**src/rtl/rti_event_dispatcher.sv**
```systemverilog
// Pops timestamped events from the RTI_Core FIFO and releases each as a 1-cycle strobe once current_time reaches its timestamp.
// Fires the cycle after current_time == ts; one event in flight, so no FIFO pop is requested outside IDLE.
`timescale 1ns/1ps
module rti_event_dispatcher #(
    parameter logic [63:0] LATE_TOLERANCE = 64'd0,
    parameter int unsigned COUNT_WIDTH    = 32
) (
    input  logic                   rd_clk,
    input  logic                   reset,
    input  logic                   flush,
    input  logic [63:0]            current_time,
    input  logic                   fifo_empty,
    output logic                   fifo_read,
    input  logic [127:0]           fifo_dout,
    output logic                   out_valid,
    output logic [63:0]            out_data,
    output logic                   late_error,
    output logic [127:0]           late_error_data,
    output logic                   busy,
    output logic [COUNT_WIDTH-1:0] event_count
);

    typedef enum logic [1:0] {
        S_IDLE = 2'd0,
        S_LOAD = 2'd1,
        S_WAIT = 2'd2
    } state_t;

    localparam logic [COUNT_WIDTH-1:0] CNT_ONE = {{(COUNT_WIDTH-1){1'b0}}, 1'b1};

    state_t                 r_state;
    logic [63:0]            r_ts_hold;
    logic [63:0]            r_data_hold;
    logic                   r_out_valid;
    logic [63:0]            r_out_data;
    logic                   r_late_error;
    logic [127:0]           r_late_error_data;
    logic [COUNT_WIDTH-1:0] r_event_count;

    logic                   w_pop;
    logic [63:0]            w_load_ts;
    logic [64:0]            w_deadline_sum;
    logic [63:0]            w_deadline;
    logic                   w_late;
    logic                   w_due;

    // Reset is folded in so a pop can never be requested while the FSM is being forced to IDLE.
    assign w_pop     = (r_state == S_IDLE) & ~fifo_empty & ~flush & ~reset;
    assign fifo_read = w_pop;

    // Deadline saturates at all-ones so timestamps near the top of the range are never misjudged late.
    assign w_load_ts      = fifo_dout[127:64];
    assign w_deadline_sum = {1'b0, w_load_ts} + {1'b0, LATE_TOLERANCE};
    assign w_deadline     = w_deadline_sum[64] ? {64{1'b1}} : w_deadline_sum[63:0];
    assign w_late         = current_time > w_deadline;
    assign w_due          = current_time >= r_ts_hold;

    always_ff @(posedge rd_clk or posedge reset) begin
        if (reset) begin
            r_state           <= S_IDLE;
            r_ts_hold         <= '0;
            r_data_hold       <= '0;
            r_out_valid       <= 1'b0;
            r_out_data        <= '0;
            r_late_error      <= 1'b0;
            r_late_error_data <= '0;
            r_event_count     <= '0;
        end else if (flush) begin
            r_state           <= S_IDLE;
            r_ts_hold         <= '0;
            r_data_hold       <= '0;
            r_out_valid       <= 1'b0;
            r_out_data        <= '0;
            r_late_error      <= 1'b0;
            r_late_error_data <= '0;
            r_event_count     <= '0;
        end else begin
            r_out_valid  <= 1'b0;
            r_late_error <= 1'b0;
            case (r_state)
                S_IDLE: begin
                    if (w_pop) begin
                        r_state <= S_LOAD;
                    end
                end
                S_LOAD: begin
                    r_ts_hold   <= w_load_ts;
                    r_data_hold <= fifo_dout[63:0];
                    if (w_late) begin
                        r_late_error      <= 1'b1;
                        r_late_error_data <= fifo_dout;
                        r_state           <= S_IDLE;
                    end else begin
                        r_state <= S_WAIT;
                    end
                end
                S_WAIT: begin
                    if (w_due) begin
                        r_out_valid   <= 1'b1;
                        r_out_data    <= r_data_hold;
                        r_event_count <= r_event_count + CNT_ONE;
                        r_state       <= S_IDLE;
                    end
                end
                default: begin
                    r_state <= S_IDLE;
                end
            endcase
        end
    end

    assign out_valid       = r_out_valid;
    assign out_data        = r_out_data;
    assign late_error      = r_late_error;
    assign late_error_data = r_late_error_data;
    assign busy            = (r_state != S_IDLE);
    assign event_count     = r_event_count;

endmodule
```
**config.mk**
```make
export PLATFORM = sky130hd
export DESIGN_NAME = rti_event_dispatcher
export DESIGN_NICKNAME = d
export VERILOG_FILES = /design/src/rtl/rti_event_dispatcher.sv
export SDC_FILE = /design/constraint.sdc
export NUM_CORES = 1
export LEC_CHECK = 0
export ABC_AREA = 1
export CORE_MARGIN = 10
export CORE_UTILIZATION = 45
export CTS_CLUSTER_SIZE = 25
export DETAILED_ROUTE_END_ITERATION = 16
export PLACE_DENSITY = 0.73
export SYNTH_ARGS = -nofsm -noshare
export SYNTH_HDL_FRONTEND = slang
export SYNTH_SLANG_ARGS = --single-unit
```
**constraint.sdc**
```tcl
create_clock -name rd_clk -period 17.8 [get_ports rd_clk]
set_input_delay 3.56 -clock rd_clk [delete_from_list [all_inputs] [get_ports rd_clk]]
set_output_delay 3.56 -clock rd_clk [all_outputs]
set_load 0.01 [all_outputs]
```
==> results of run 1 <==
==> critical path, cell delays in order <==
cell and delay (ns):
clkdlybuf4s50_1 0.40, buf_4 0.25, nor4_1 0.32, clkdlybuf4s50_1 0.60
==> kinds of logic after synthesis <==
logic type                 count (synthesis)  share of synthesized area
xor gates and xnor gates                  28                     0.0137
DFF                                      356                      0.499
buffers and inverters                    281                     0.0652
adders and majority gates                129                     0.0904
and+or+nand+nor                         1191                      0.284
AOI/OAI and AO/OA                        147                     0.0478
==> metal layers <==
metal / vias up / part of all wire / GRT usage / wire [um]
met5: - / 0.00037 / 0 / 22
met4: 4 / 0.021 / 0.0669 / 1240
met3: 74 / 0.085 / 0.0750 / 5030
met2: 544 / 0.48 / 0.389 / 28100
met1: 7918 / 0.42 / 0.302 / 24700
li1: 7737 / - / - / -
==> path summary, 6_finish.rpt <==
path | start | endpoint | slack (ns) | cells past startpoint
setup / recovery | flush | fifo_read | 9.10 | 4
hold / removal | r_data_hold[1] | out_data[1] | 0.46 | 2
setup reg to reg | r_ts_hold[63] | out_data[2] | 14.49 | 13
hold reg to reg | r_data_hold[1] | out_data[1] | 0.46 | 2
max in group asynchronous | reset | r_data_hold[38] | 11.44 | 5
min in group asynchronous | reset | event_count[12] | 3.59 | 2
==> per-stage QoR <==
step	utilization	hold slack [ns]	setup WS (ns)	instance area, um^2	std cells
2_1_floorplan	-	0.450	4.36	17900	2132
3_3_place_gp	0.574	0.455	9.11	22400	2973
3_5_place_dp	0.574	0.457	9.10	22400	2973
4_1_cts	0.608	0.457	9.10	23600	3042
5_1_grt	0.608	0.486	9.01	23700	3045
6_report	0.608	0.464	9.10	23700	3047
==> final cells by class <==
class | instances | area [um^2] | share of cell area
antenna | 5 | 12.5 | 0.000529
clock buffer | 61 | 1220 | 0.0517
clock inverter | 8 | 66.3 | 0.00280
inverter | 166 | 636 | 0.0269
multi-input combinational | 1495 | 7820 | 0.330
sequential | 356 | 8910 | 0.377
tap | 518 | 648 | 0.0274
timing repair buffer | 438 | 4350 | 0.184
==> cells in the mapped netlist, drive strengths merged <==
| cell type | instances | area share |
|---|---|---|
| xor2 | 12 | 0.0059 |
| nor3 | 15 | 0.0045 |
| o21bai | 1 | 0.00042 |
| nand3b | 1 | 0.00042 |
| clkbuf | 48 | 0.010 |
| a21boi | 1 | 0.00042 |
| o21a | 6 | 0.0025 |
| nand4 | 26 | 0.0091 |
| xnor2 | 16 | 0.0078 |
| nor4 | 10 | 0.0035 |
| a21o | 1 | 0.00042 |
| nor2 | 91 | 0.019 |
| nand3 | 364 | 0.10 |
| a21oi | 58 | 0.017 |
| inv | 166 | 0.035 |
| nand2 | 683 | 0.14 |
| o21ai | 15 | 0.0042 |
| ha | 129 | 0.090 |
| o22ai | 63 | 0.022 |
| buf | 67 | 0.020 |
| o211ai | 2 | 0.00084 |
| dfrtp | 356 | 0.50 |
| nor3b | 1 | 0.00042 |
==> power groups by stage <==
stage	registers [mW]	clock network [mW]	logic, mW
5_1_grt	0.836	0.868	0.254
3_3_place_gp	0.848	0	0.222
3_5_place_dp	0.848	0	0.229
2_1_floorplan	0.851	0	0.118
6_report	0.834	0.815	0.229
4_1_cts	0.834	0.833	0.230
==> registers in the layout (all words and copies together), names as in the netlist <==
name / count
out_data: 64
r_ts_hold: 64
r_data_hold: 64
late_error: 1
late_error_data: 128
r_state: 2
out_valid: 1
event_count: 32
==> results.toml, run 1 <==
[outcome]
status = "finished clean"

[run]
max_cap_violations = 0

[clock_network]
cts_num_sinks = 356
cts_resized = 0
path_clk_slew_ns = 0.05
clkLatencyLatePin_ns = 0.57
holdBufCountCts = 0
numCtsBuffers = 41
postCtsSetupRepairBufs = 0
htree_levels = 2
root_buffer = "clkbuf_16"
cts_tree = "built"
cts_buffer_depth = 3

[logic_synthesis]
syn-num-nets = 2457
seq_area_frac_synth = 0.499
syn_avg_cell_area_um2 = 8.37
yosys_warnings = 0
yosys_register_bits = 356
ys_types = 33
synthCells = 2132
synth_area_um2 = 17900

[critical_path]
cp.required_ns = 14.24
critPathKind = "in2out"
critPathCaptureType = "output pin"
start_kind = "primary input"
cp_data_arrival_time_ns = 5.14
worstPathMaxFanout = 31

[floorplanning]
fp.dieH_um = 219
fp-row-count = 72
fp.dieW_um = 219
initial_core_util = 0.459
fp.coreArea_um2 = 38900
ioPinCount = 424
die-area_um2 = 48000

[drt]
avgViaCountPerCell = 5.34
ant_nets = 0
wl_per_cell_um = 19.4
drt_wl_total_um = 59100
drt_first_pass_iters = 5
drtIter0Drc = 1222
drc = 0
dr_total_vias = 16277

[power_and_ir_drop]
fin_total_pwr_mw = 1.88
p_per_area_nw_per_um2 = 79.4
internal_power_mw = 1.39
switchingPower_mw = 0.485
p_clk_frac = 0.434
p_comb_frac = 0.122
sequentialPowerShare = 0.444
ir_drop_uv = 61.7
swShare = 0.258
p_leak_nw = 11.8

[sta]
tns_ns = 0
final_hold_viol_count = 0
setup-violations-final = 0
fin_crit_ns = 8.70
timing.fmax_mhz = 115
clock_skew_ns = 0.0121
tightest_slew_ns = 1.26
drv_slew = 0
timing.final.crit_share = 0.489
slew-limit-headroom = 0.160
rsz0062_at_grt = "false"

[grt]
grt_overflow = 0
antenna_found_initial = 8
track_usage = 0.240
grt_first_pass_wirelength_um = 92100
grt_max_degree = 122
grt_pass1_vias = 16396

[final_layout]
layout_commonest_cell = "nand2_1"
syn2layout_area_growth_pct = 32.5
final_nets = 2823
drive_above_1_share = 0.0353
final_cell_mix = "nand2_1, clkdlybuf4s50_1, nand3_1"
nFillCells = 3445

[hold_path]
hp-class = "reg2reg"

[placed_design]
hpwl_um = 42000
numPortBuffers = 423
gp_congestion = 0.928
No activity file was read; power rests on OpenSTA's default activity.
==> inputs of run 2 (changes only) <==
PLACE_DENSITY = 0.76   (was 0.73)
clock period = 7.35 ns   (was 17.8 ns; I/O delays follow)
==> run 2 against run 1 <==
  * Sequential power increased by 140%
  * Die area is the same
  * Via count up 1.2%
  * Sequential cell count did not move
  * Largest power group is now clock
  * Highest routed layer is now met4
==> results.toml, run 2 (synthesized netlist as in run 1, its figures left out) <==
[sta]
setup-violations-final = 0
tightest_slew_ns = 1.20
timing.final.crit_share = 0.642
final_hold_viol_count = 0
drv_slew = 0
clock_skew_ns = 0.0207
slew-limit-headroom = 0.199
timing.fmax_mhz = 212
fin_crit_ns = 4.72
tns_ns = 0
rsz0062_at_grt = "false"

[critical_path]
cp_data_arrival_time_ns = 5.21
cp.depth = 12
crit_family = "simple AND/OR/NAND/NOR gates"
ff2ff_path_depth = 15
cp.required_ns = 7.84
crit_start = "fifo_dout[118]"
critPathKind = "in2reg"
crit_end = "late_error_data[25]"
slowest_delay_ns = 0.78
cp_slowest_cell = "buf_4"
rrSetupSlack_ns = 4.08
worstPathMaxFanout = 82
start_kind = "primary input"
critPathBufInv = 3
r2r-start = "r_ts_hold[7]"
rr_endpoint = "out_data[47]"
cp_common_cell = "nand2_1"
cp_cell_sequence = "clkdlybuf4s50_1 > inv_1 > ha_1 > nand2_1 > nor3_1 > nand2_1 > nor2_1 > nand4_1 > nand3_4 > buf_4 > nand3_1 > nand2_1"
critPathCaptureType = "flip-flop"

[placed_design]
placed_area_um2 = 22400
dp_cells = 2972
numPortBuffers = 423
hpwl_um = 42600
gp_congestion = 0.917

[floorplanning]
initial_core_util = 0.459
ioPinCount = 424
fp.dieW_um = 219
die-area_um2 = 48000
fp-row-count = 72
fp.coreArea_um2 = 38900
fp.dieH_um = 219

[clock_network]
cts_buffer_depth = 3
cts_tree = "built"
postCtsSetupRepairBufs = 0
clkLatencyLatePin_ns = 0.57
root_buffer = "clkbuf_16"
path_clk_slew_ns = 0.06
htree_levels = 2
holdBufCountCts = 0
numCtsBuffers = 41
cts_num_sinks = 356
cts_resized = 0

[grt]
grt_max_degree = 195
grt_overflow = 0
grt_first_pass_wirelength_um = 94000
grt_pass1_vias = 16711
track_usage = 0.244
antenna_found_initial = 7

[drt]
drt_wl_total_um = 60100
ant_nets = 0
dr_total_vias = 16472
drtIter0Drc = 1270
avgViaCountPerCell = 5.40
drc = 0
wl_per_cell_um = 19.7
drt_first_pass_iters = 8

[final_layout]
final_nets = 2822
final_cell_mix = "nand2_1, clkdlybuf4s50_1, nand3_1"
final_area_um2 = 23800
multiInputGateArea_um2 = 7820
layout_commonest_cell = "nand2_1"
register_area_um2 = 8910
fin_cells = 3050
syn2layout_area_growth_pct = 33.5
drive_above_1_share = 0.0372
nFillCells = 3378
largest_reg_flops = 128

[outcome]
status = "finished clean"

[power_and_ir_drop]
ir_drop_uv = 135
p_leak_nw = 11.9
p_per_area_nw_per_um2 = 199

[hold_path]
hp-class = "reg2reg"

[run]
max_cap_violations = 0
==> run 2: cell count changes in the layout (fill, tap and decap cells not counted), moves of 2 or more <==
cell	delta
buf_12	+3
buf_4	-4
bufinv_16	+5
clkbuf_1	-4
clkinvlp_4	+2
diode_2	+2
==> run 2: per-stage QoR <==
step           hold WS [ns]   util  power [mW]  setup slack, ns
5_1_grt               0.491  0.612        4.93             2.43
6_report              0.467  0.612        4.75             2.63
4_1_cts               0.469  0.612        4.79             2.66
3_5_place_dp          0.458  0.575        2.62             2.07
3_3_place_gp          0.455  0.575        2.60             2.17
2_1_floorplan         0.450      -        2.35             1.11
==> run 2: metal layers <==
metal / global-route usage / vias to the layer above / wire length, um
li1: - / 7745 / -
met1: 0.309 / 8038 / 25000
met2: 0.399 / 603 / 28700
met3: 0.0623 / 86 / 4770
met4: 0.0827 / 0 / 1540
met5: 0 / - / 0
==> run 2: area by class of cell <==
cell class                 count  area share
antenna                        7    0.000735
clock buffer                  58      0.0517
clock inverter                13     0.00824
inverter                     166      0.0265
multi-input combinational   1495       0.328
sequential                   356       0.374
tap                          518      0.0272
timing repair buffer         437       0.184
==> run 2: worst min-delay path by stage <==
stage	slack (ns)	cells past startpoint	endpoint	from
floorplan	0.45	2	out_data[0]	r_data_hold[0]
global placement	0.45	2	out_data[34]	out_data[34]
detailed placement	0.46	2	out_data[49]	out_data[49]
CTS	0.47	2	out_data[1]	r_data_hold[1]
global route	0.49	2	out_data[4]	out_data[4]
finish	0.47	2	out_data[1]	r_data_hold[1]
==> run 2: power breakdown <==
group          leakage [nW]  switching [mW]  internal (mW)
clock                 0.707           0.826           1.34
combinational          6.27           0.339          0.224
sequential             4.94          0.0203           2.00
total                  11.9            1.19           3.56
==> run 2: worst register-to-register path: cells and delay by family, from the launching register on <==
kind	cells	cell delay, ns
AOI/OAI and AO/OA	1	0.80
adders and majority gates	1	0.30
buffers and inverters	2	0.59
DFF	1	0.32
and+or+nand+nor	11	1.18
